### src/rtl/alu_program_seq.sv
// Programmable sequencer for the 8-bit accumulator ALU.
// Holds a small instruction program and executes it one entry per clock on start.
module alu_program_seq #(
  parameter int unsigned DEPTH = 8,
  parameter int unsigned AW    = 3
) (
  input  logic          Clock,
  input  logic          Reset_b,
  input  logic          prog_we,
  input  logic [AW-1:0] prog_addr,
  input  logic [7:0]    prog_instr,
  input  logic          start,
  input  logic          pause,
  output logic          busy,
  output logic          done,
  output logic [AW-1:0] pc,
  output logic [7:0]    acc_out,
  output logic          ovf
);

  localparam int unsigned DW   = 8;
  localparam int unsigned WIDE = 24;  // holds 255 << 15 without loss

  typedef struct packed {
    logic       last;
    logic [2:0] fn;
    logic [3:0] data;
  } instr_t;

  typedef enum logic [1:0] {S_IDLE, S_RUN, S_DONE} state_t;

  state_t          state, state_d;
  logic [AW-1:0]   pc_d;
  logic [DW-1:0]   acc_d;
  logic            ovf_d, busy_d, done_d;
  logic [DW-1:0]   prog_mem [DEPTH];
  instr_t          cur;
  logic [WIDE-1:0] res;
  logic            trunc;

  // Program store: reset fills every entry with last+nop; writes blocked in RUN.
  always_ff @(posedge Clock or negedge Reset_b) begin
    if (!Reset_b) begin
      for (int unsigned i = 0; i < DEPTH; i++) prog_mem[i] <= 8'hC0;
    end else if (prog_we && state != S_RUN) begin
      prog_mem[prog_addr] <= prog_instr;
    end
  end

  assign cur = instr_t'(prog_mem[pc]);

  // Full-width ALU result; the low byte feeds the accumulator.
  always_comb begin
    res = WIDE'(acc_out);
    unique case (cur.fn)
      3'd0:    res = WIDE'(acc_out) + WIDE'(cur.data);
      3'd1:    res = WIDE'(acc_out) * WIDE'(cur.data);
      3'd2:    res = WIDE'(acc_out) << cur.data;
      3'd3:    res = WIDE'(cur.data);
      default: res = WIDE'(acc_out);
    endcase
  end

  assign trunc = (cur.fn < 3'd3) && (|res[WIDE-1:DW]);

  always_comb begin
    state_d = state;
    pc_d    = pc;
    acc_d   = acc_out;
    ovf_d   = ovf;
    busy_d  = 1'b0;
    done_d  = 1'b0;
    unique case (state)
      S_IDLE: begin
        if (start) begin
          state_d = S_RUN;
          pc_d    = '0;
          ovf_d   = 1'b0;
          busy_d  = 1'b1;
        end
      end
      S_RUN: begin
        busy_d = 1'b1;
        if (!pause) begin
          acc_d = res[DW-1:0];
          ovf_d = ovf | trunc;
          if (cur.last || pc == AW'(DEPTH - 1)) begin
            state_d = S_DONE;
            busy_d  = 1'b0;
            done_d  = 1'b1;
          end else begin
            pc_d = pc + AW'(1);
          end
        end
      end
      S_DONE:  state_d = S_IDLE;
      default: state_d = S_IDLE;
    endcase
  end

  always_ff @(posedge Clock or negedge Reset_b) begin
    if (!Reset_b) begin
      state   <= S_IDLE;
      pc      <= '0;
      acc_out <= '0;
      ovf     <= 1'b0;
      busy    <= 1'b0;
      done    <= 1'b0;
    end else begin
      state   <= state_d;
      pc      <= pc_d;
      acc_out <= acc_d;
      ovf     <= ovf_d;
      busy    <= busy_d;
      done    <= done_d;
    end
  end

endmodule

### config.mk
export PLATFORM = sky130hd
export DESIGN_NAME = alu_program_seq
export DESIGN_NICKNAME = d
export VERILOG_FILES = /design/src/rtl/alu_program_seq.sv
export SDC_FILE = /design/constraint.sdc
export NUM_CORES = 1
export LEC_CHECK = 0
export BUFFER_PORTS_ARGS = -buffer_cell sky130_fd_sc_hd__buf_2
export CORE_MARGIN = 4
export CORE_UTILIZATION = 64
export CTS_BUF_LIST = sky130_fd_sc_hd__clkbuf_4
export CTS_CLUSTER_SIZE = 10
export DETAILED_ROUTE_END_ITERATION = 8
export GPL_TIMING_DRIVEN = 1
export PLACE_DENSITY = 0.83
export SYNTH_ARGS = -nofsm -noshare
export SYNTH_HDL_FRONTEND = slang
export SYNTH_SLANG_ARGS = --single-unit
### constraint.sdc
create_clock -name Clock -period 5.1 [get_ports Clock]
set_input_delay 1.275 -clock Clock [delete_from_list [all_inputs] [get_ports Clock]]
set_output_delay 1.275 -clock Clock [all_outputs]
set_load 0.1 [all_outputs]
==> results.py <==
metrics = {
    "die": {
        "core-area_sq_um": 8175,
        "die_h_um": 99.51,
        "ios": 30,
        "die-area_sq_um": 9901,
        "dieWidth_um": 99.51,
        "start_util_pct": 65.55,
        "num_rows": 33,
    },
    "synthesis": {
        "yosys.cell_count.top_type": "mux2_2",
        "syn-num-nets": 525,
        "postSynthAreaPerCell_sq_um": 11.35,
        "ys_seq_area_share_pct": 37.73,
        "ys_warn_count": 0,
        "synth_edf_count": 0,
        "synth_area_sq_um": 5359,
        "ys_ff_latch": 80,
        "yosys-top-cells-count": "mux2_2, dfrtp_1, nand2_1, inv_1, ha_1",
        "yosysUniqueCellTypes": 59,
        "synth_top_area_share_pct": 29.89,
        "ys_async_sr_fraction_pct": 100.0,
        "postSynthCellCount": 472,
        "synth-main-ff-cell": "dfrtp_1",
        "synth_largest_area_cell": "dfrtp_1",
        "synth_area_leaders": "dfrtp_1, mux2_2, dfstp_2",
    },
    "sta": {
        "skew_ps": 15.01,
        "final-setup-viol-count": 0,
        "drv_slew": 0,
        "layout_min_cycle_time_ps": 4739,
        "worst_pin_slew_ps": 967.0,
        "fmax_mhz": 211.0,
        "finalCritPeriodShare_pct": 92.92,
        "max-slew-margin-rel_pct": 35.53,
        "final.setup.tns_ps": 0,
        "rsz0062_at_grt": "false",
        "hold_violations": 0,
        "finalWorstSetupSlack_ps": 361.3,
    },
    "clocking": {
        "cts_max_level": 3,
        "clk_pin_slew_ps": 130,
        "cts_sinks": 80,
        "cts_tree": "yes",
        "root_buffer": "clkbuf_4",
        "clock_latency_ps": 430,
        "cts_buffer_depth": 2,
        "numCtsBuffers": 9,
        "cts_hold_buf": 0,
    },
    "worst_setup_path": {
        "crit_slowest_cell": "dfrtp_4",
        "timing.rr.end": "ovf$_DFFE_PN0P_",
        "crit_start": "pc[1]$_DFFE_PN0P_",
        "end_kind": "flop",
        "rrSetupSlack_ps": 360,
        "cp_data_arrival_time_ps": 5100,
        "startpoint_type": "flop",
        "cp_cell_sequence": "mux4_2, mux2i_4, inv_2, nand2_1, fa_1, inv_1, fa_1, fa_1, a21o_1, a21oi_1, o21ai_1, mux2_2, a22o_1, a32oi_1, o21ai_0, a31oi_1",
        "worstSetupPathDepth": 16,
        "cp_top_family": "adder cells",
        "crit_type": "flop to flop",
        "slowest_delay_ps": 590,
        "cp.required_ps": 5470,
        "path_max_fanout": 21,
        "r2r-start": "pc[1]$_DFFE_PN0P_",
        "cpMostUsedCell": "fa_1",
        "timing.critical_path.buf_inv": 2,
        "endpoint": "ovf$_DFFE_PN0P_",
        "reg2reg_depth": 16,
    },
    "placement": {
        "io_buffer_count": 29,
        "dp_hpwl_um": 8182,
        "place.gp.congestion": 0.9662,
        "pre_cts_ws_ps": 249.7,
    },
    "layout": {
        "finish.utilization_pct": 70.08,
        "diodes": 0,
        "fin_nets": 552,
        "area_growth_pct": 6.911,
        "layout-drive-gt1-share_pct": 34.92,
    },
    "drt": {
        "drtPass1Iterations": 5,
        "via_per_inst": 6.345,
        "wl_um": 11620,
        "drcViolationCount": 0,
        "avgRoutedWirePerCell_um": 19.08,
        "route.vias.total": 3864,
        "first_iter_violations": 228,
        "ant_nets": 0,
    },
    "grt": {
        "grt_max_degree": 81,
        "antenna_found_initial": 0,
        "first_global_vias": 3927,
        "overflow": 0,
        "grt_usage_pct": 24.91,
        "grt_pass1_wl_um": 19440,
    },
    "run_status": {
        "status": "completed",
    },
    "hold_path": {
        "min-delay-path-class": "flop to flop",
    },
    "job": {
        "maxCapViolCount": 0,
    },
}
==> sequential cells by signal, summed over array words and instances, names as in the netlist <==
signal,flops
prog_mem,64
acc_out,8
pc,3
state,2
busy,1
done,1
ovf,1
==> what timing repair did <==
item | in CTS | in global routing
setup buffers | 0 | 5
gates resized for setup | 0 | 1
setup endpoints to repair | 0 | 1
endpoints found under the hold margin | 0 | 0
==> worst min path at each step <==
stage	startpoint	end	slack (ps)	cells past startpoint
6_report	prog_mem[53]$_DFFE_PN0P_	prog_mem[53]$_DFFE_PN0P_	520	1
5_1_grt	prog_mem[16]$_DFFE_PN0P_	prog_mem[16]$_DFFE_PN0P_	530	1
3_3_place_gp	prog_mem[57]$_DFFE_PN0P_	prog_mem[57]$_DFFE_PN0P_	480	1
4_1_cts	prog_mem[16]$_DFFE_PN0P_	prog_mem[16]$_DFFE_PN0P_	520	1
2_1_floorplan	prog_mem[16]$_DFFE_PN0P_	prog_mem[16]$_DFFE_PN0P_	470	1
3_5_place_dp	prog_mem[16]$_DFFE_PN0P_	prog_mem[16]$_DFFE_PN0P_	490	1
==> cells by family after synthesis <==
logic type	after synthesis	share of synthesized area [%]
and+or+nand+nor	113	10.58
buffers and inverters	57	4.856
DFF	80	37.73
muxes	101	25.59
adders and majority gates	37	10.32
xor gates and xnor gates	8	1.307
AOI/OAI and AO/OA	76	9.619
==> metal layers <==
| metal | track usage, % | wire, um |
|---|---|---|
| met5 | 0 | 0 |
| met4 | 9.139 | 174 |
| met3 | 2.314 | 509 |
| met2 | 42.77 | 6049 |
| met1 | 33.18 | 4888 |
==> layout make-up <==
cell class	instances	area [sq um]
Multi-Input combinational cell	335	3077
Fill cell	592	2446
Sequential cell	80	2033
Timing Repair Buffer	39	222.7
Tap cell	105	131.4
Inverter	34	130.1
Clock buffer	10	75.07
Clock inverter	6	60.06
==> per-stage QoR <==
stage	hold WS [ps]	instances	cell area, sq um
finish	519.4	609	5729
global route	530.7	609	5729
CTS	516.9	604	5692
detailed placement	488.6	588	5557
global placement	482.2	588	5557
floorplan	473.9	472	5370
==> layout by cell type, fill, tap and decap left out, drive strengths merged, types with 17 or more instances in the layout <==
cell,instances
nor2,22
inv,34
buf,39
ha,25
nand2,43
mux2,68
mux2i,17
dfrtp,64
o21ai,21
Power is left out: the tool's default activity adds up to more than one toggle a clock period on the data nets, which glitch-free logic cannot reach.
